`src/rtl/mux_scan_arbiter.sv`:
```
// mux_scan_arbiter: round-robin scheduler for the shared 8:1 mux / 1:8 demux path.
// Only channels whose requester is active are scanned. A granted channel keeps the path
// for DWELL cycles, or until it drops its request.
// Optional feature macro: MUX_SCAN_BLANK_EN. When it is defined, the outputs go blank
// for BLANK cycles between grants so the demux does not ghost.
module mux_scan_arbiter #(
   parameter int          N     = 8,
   parameter int          SEL_W = 3,
   parameter int          CNT_W = 28,
   parameter int unsigned DWELL = 2**25
`ifdef MUX_SCAN_BLANK_EN
   ,
   parameter int unsigned BLANK = 4
`endif
) (
   input  logic             clk,
   input  logic             rst_n,
   input  logic [N-1:0]     req,
   input  logic             hold,
   output logic [SEL_W-1:0] sel,
   output logic             sel_valid,
   output logic [N-1:0]     grant,
   output logic             adv
);

   typedef enum logic [1:0] {
      stIdle  = 2'd0,
      stDwell = 2'd1,
      stBlank = 2'd2
   } state_t;

   localparam logic [CNT_W-1:0] DWELL_LOAD = CNT_W'(DWELL - 1);
`ifdef MUX_SCAN_BLANK_EN
   localparam logic [CNT_W-1:0] BLANK_LOAD = CNT_W'(BLANK - 1);
`endif

   state_t             state_q, state_d;
   logic [SEL_W-1:0]   sel_q, sel_d;
   logic [SEL_W-1:0]   ptr_q, ptr_d;
   logic [CNT_W-1:0]   timer_q, timer_d;
   logic [N-1:0]       grant_q, grant_d;
   logic               valid_q, valid_d;
   logic               adv_q, adv_d;

   logic               hit;
   logic [SEL_W-1:0]   hitIdx;
   logic [SEL_W-1:0]   cand;
   logic               startGrant;
   logic               enterIdle;

   // Find the first requester after the last granted channel; that channel itself is checked last.
   always_comb begin
      hit    = 1'b0;
      hitIdx = '0;
      cand   = '0;
      for (int i = 1; i <= N; i++) begin
         cand = SEL_W'((int'(ptr_q) + i) % N);
         if (!hit && req[cand]) begin
            hit    = 1'b1;
            hitIdx = cand;
         end
      end
   end

   // Decide the next state and the registered outputs. While hold is high nothing moves and adv stays low.
   always_comb begin
      state_d    = state_q;
      sel_d      = sel_q;
      ptr_d      = ptr_q;
      timer_d    = timer_q;
      grant_d    = grant_q;
      valid_d    = valid_q;
      adv_d      = 1'b0;
      startGrant = 1'b0;
      enterIdle  = 1'b0;

      if (!hold) begin
         case (state_q)
            stIdle: begin
               if (hit) begin
                  startGrant = 1'b1;
               end else begin
                  enterIdle = 1'b1;
               end
            end
            stDwell: begin
               if ((timer_q == '0) || !req[sel_q]) begin
`ifdef MUX_SCAN_BLANK_EN
                  state_d = stBlank;
                  grant_d = '0;
                  valid_d = 1'b0;
                  timer_d = BLANK_LOAD;
`else
                  if (hit) begin
                     startGrant = 1'b1;
                  end else begin
                     enterIdle = 1'b1;
                  end
`endif
               end else begin
                  timer_d = timer_q - 1'b1;
               end
            end
`ifdef MUX_SCAN_BLANK_EN
            stBlank: begin
               if (timer_q == '0) begin
                  if (hit) begin
                     startGrant = 1'b1;
                  end else begin
                     enterIdle = 1'b1;
                  end
               end else begin
                  timer_d = timer_q - 1'b1;
               end
            end
`endif
            default: begin
               enterIdle = 1'b1;
            end
         endcase

         if (startGrant) begin
            state_d = stDwell;
            sel_d   = hitIdx;
            ptr_d   = hitIdx;
            grant_d = N'(1) << hitIdx;
            valid_d = 1'b1;
            adv_d   = 1'b1;
            timer_d = DWELL_LOAD;
         end else if (enterIdle) begin
            state_d = stIdle;
            grant_d = '0;
            valid_d = 1'b0;
         end
      end
   end

   // State and output registers. The pointer resets to N-1 so that the first search starts at channel 0.
   always_ff @(posedge clk) begin
      if (!rst_n) begin
         state_q <= stIdle;
         sel_q   <= '0;
         ptr_q   <= SEL_W'(N - 1);
         timer_q <= '0;
         grant_q <= '0;
         valid_q <= 1'b0;
         adv_q   <= 1'b0;
      end else begin
         state_q <= state_d;
         sel_q   <= sel_d;
         ptr_q   <= ptr_d;
         timer_q <= timer_d;
         grant_q <= grant_d;
         valid_q <= valid_d;
         adv_q   <= adv_d;
      end
   end

   assign sel       = sel_q;
   assign sel_valid = valid_q;
   assign grant     = grant_q;
   assign adv       = adv_q;

endmodule
```
`config.mk`:
```
export PLATFORM = sky130hd
export DESIGN_NAME = mux_scan_arbiter
export DESIGN_NICKNAME = d
export VERILOG_FILES = /design/src/rtl/mux_scan_arbiter.sv
export SDC_FILE = /design/constraint.sdc
export NUM_CORES = 1
export LEC_CHECK = 0
export CAP_MARGIN = 20
export CORE_ASPECT_RATIO = 2
export CORE_UTILIZATION = 39
export DETAILED_ROUTE_END_ITERATION = 8
export GPL_TIMING_DRIVEN = 1
export HOLD_SLACK_MARGIN = 0.06
export SYNTH_ARGS = -nofsm -noshare
export SYNTH_HDL_FRONTEND = slang
export SYNTH_SLANG_ARGS = --single-unit
```
`constraint.sdc`:
```
create_clock -name clk -period 3.59 [get_ports clk]
set_input_delay 0.359 -clock clk [delete_from_list [all_inputs] [get_ports clk]]
set_output_delay 0.359 -clock clk [all_outputs]
set_load 0.01 [all_outputs]
```
==> results <==
- The flow ran to the end, and the final reports show no timing, DRC or antenna violations.
- The clock tree root driver cell is clkbuf_16.
- The most common cell in the synthesized netlist is dfxtp_1.
- The total count of max-transition violations in the final report came to 0.
- The first routing iteration left 163 violations.
- The number of max-cap violations is 0.
- The data arrival time at the worst-slack endpoint is 3600 ps.
- Post-CTS timing repair inserted 0 buffers for setup.
- The placement-stage cell area is 3575 um2.
- With fillers left out, the area of the finished cells amounts to 3729 um2.
- The die covers 8703 um2.
- The worst hold path belongs to the class reg -> reg.
- No sink is reached through more buffers than the 2 on the longest clock path.
- Of the cells placed in the final design, the portion with a size suffix greater than 1 is 17.31%.
- The number of antenna violations at the first check in global routing is 0.
- The count of endpoints failing hold in the final timing report is 0.
- The filler cells instantiated in the layout total 783.
- The post-synthesis instance area is 3242 um2.
- The number of global-route vias before repair is 2867.
- The area growth from synthesis to layout is 15.01%.
- The routed design could run at a clock period as short as 3443 ps.
- The ratio of routed vias to standard cells is 6.157.
- In this run the worst path has a maximum fanout of 24.
- The maximum level of the CTS H-tree is 2.
- The placeable core region is 8000 um2.
- The global-route wire length before repair is 13900 um.
- The first detailed-routing pass took 4 iterations.
- The critical path in this run is classified as reg -> reg.
- For this run, asynchronously set or reset flops after synthesis account for 0%.
- The static leakage is 1.381 nW.
- The final critical-path share of the clock period is 95.90%.
- After clock tree synthesis, the repair step resized 0 gates.
- Summed over all failing endpoints, the final setup total negative slack is 0 ps.
- In the routed design, unresolved DRC markers number 0.
- The share of the synthesized area in the top cell type is 27.17%.
- At the placement stage, the worst setup path has a slack of 51.50 ps.
- The final route contains 2832 vias.
- The die width is 66.47 um.
- The synthesized design contains 0 enable-type register cells.
- Summed over all instances, the cell type with the most area after synthesis is dfxtp_1.
- The number of buffers created by CTS is 5.
- The commonest cells after synthesis are dfxtp_1 (44), a21oi_1 (33), xor2_1 (25).
- The maximum achievable frequency is 290.5 MHz.
- The data required time at the worst endpoint is 3750 ps.
- On the final layout, the worst clock skew is 8.205 ps.
- The final-stage net count is 377.
- The initial core utilization is 40.52%.
- The antenna diode instance count is 0.
- The Yosys step of the flow raised 0 warnings.
- The overall fraction of global-route tracks in use is 21.10%.
- The prevailing post-synth register cell is dfxtp_1.
- The core utilization of the finished layout is 46.61%.
- For this run the aggregate overflow at the end of global routing stands at 0.
- Setup repair after global routing left no endpoint under its margin.
- After synthesis, the mean cell area works out to 9.370 um2.
- In this run the vertical extent of the chip is 130.9 um.
- The TritonCTS clock tree is built.
- The count of final setup violators is 0.
- When the netlist entered floorplanning its net count stood at 360.
- The floorplan has 46 rows.
- The unique cell type count in the Yosys netlist is 59.
- The total of buffers placed on input and output ports is 23.
- In the post-synthesis netlist, the biggest area contributors are dfxtp_1 (27%), mux4_2 (15%), xor2_1 (6.8%), mux2i_1 (5.9%), a21oi_1 (5.1%).
- Clock tree synthesis found a total of 44 sinks.
- The minimum setup slack in the final design is 147.2 ps.
- Synthesis produced a netlist whose cell count is 346.
- The clock slew at the register clock pins of the worst setup and hold paths is 70 ps.
- In this run the remaining antenna-violating nets after routing total 0.
- The power per standard cell area is 758.9 nW/um2.
- At the pin with the least slew margin, the transition time is 1004 ps.
- After detailed routing, the average wire length per cell comes to 18.66 um.
- The post-route total power is 2.830 mW.
- Clock latency on the worst-skew pair, taken at its later pin, is 290 ps.
- In this run, synthesis produced a sequential element count of 44.
- Entering global routing, the biggest net connects 33 pins.
- The tightest slew margin relative to the limit is 33.09%.
- The routed wire length is 8583 um.
- The type of origin of the critical path is a flip-flop.
- The number of hold-repair buffers added at the cts stage is 0.
- The worst vdd rail ir drop is 0.3242 mV.
- The category of the worst setup path capture point is a flip-flop.
- Sequential cells were found to cover 27.17% of the synthesized design area.
- The congestion estimate from routability-driven global placement came to 0.9118.
- In this run the count of I/O pins placed on the die edge is 24.
- The post-detailed-placement half-perimeter wirelength is 6546 um.
final cells by class:
cell class | count | area [um2] | share of cell area [%]
clock buffer | 5 | 125.1 | 3.356
multi-input combinational | 264 | 2172 | 58.25
tap | 96 | 120.1 | 3.221
timing repair buffer | 41 | 377.9 | 10.13
clock inverter | 3 | 26.28 | 0.7047
inverter | 7 | 26.28 | 0.7047
sequential | 44 | 880.8 | 23.62
cells by family (layout without fill, tap and decap cells):
group	count (synthesis)	in the layout	share of synthesized area (%)
and+or+nand+nor	108	108	18.02
AOI/OAI and AO/OA	76	76	16.17
muxes	50	50	24.28
DFF	44	44	27.17
buffers and inverters	38	56	5.905
xor gates and xnor gates	27	27	7.295
adders and majority gates	3	3	1.158
critical path, stage by stage, from the launching register on:
cell and delay, ps:
dfxtp_1 330, inv_1 90, ha_1 330, buf_12 190
mux4_2 550, or2_2 370, a211oi_4 400, and2_1 220
a31oi_1 60, nor3_1 470, buf_4 220, o21ai_0 80
placed cells by master, fill, tap and decap left out, drive strengths merged, types with 6 or more instances in the layout:
master and instances:
dfxtp 44, clkdlybuf4s50 23, nor2 19, mux2i 19, and2 6, a21oi 33
mux4 22, nand2b 7, nand3b 8, mux2 9, inv 8, xor2 25
nand2 21, nand3 14, buf 18, o21ai 7
flip-flops by register name, summed over array words and instances, names as in the netlist:
signal and cells:
adv 1, grant 8, ptr_q 3, sel 3, sel_valid 1, timer_q 28
final timing paths:
check / from / end / slack [ps] / cells past startpoint
min: grant[5] / grant[5] / 470 / 2
min reg2reg: grant[5] / grant[5] / 470 / 2
max: ptr_q[1] / ptr_q[2] / 150 / 11
max reg2reg: ptr_q[1] / ptr_q[2] / 150 / 11
report_power, final:
group | switching (mW) | leakage [nW] | internal (mW)
Sequential | 0.0741 | 0.365 | 0.581
Combinational | 0.910 | 0.941 | 0.793
Clock | 0.206 | 0.0748 | 0.264
metrics by stage:
stage	hold WS, ps	cells
floorplan	452.7	346
global placement	448.9	452
detailed placement	461.5	452
CTS	476.2	460
global route	487.6	460
finish	471.4	460
per-layer routing:
| metal | up-vias | share of wire, % | track usage (%) | routed length (um) |
|---|---|---|---|---|
| met5 | - | 0 | 0 | 0 |
| met4 | 0 | 6.6 | 16.52 | 563 |
| met3 | 37 | 1.5 | 1.563 | 131 |
| met2 | 62 | 56 | 39.92 | 4821 |
| met1 | 1405 | 36 | 20.12 | 3066 |
| li1 | 1328 | - | - | - |
Power figures use the tool's default switching activity.
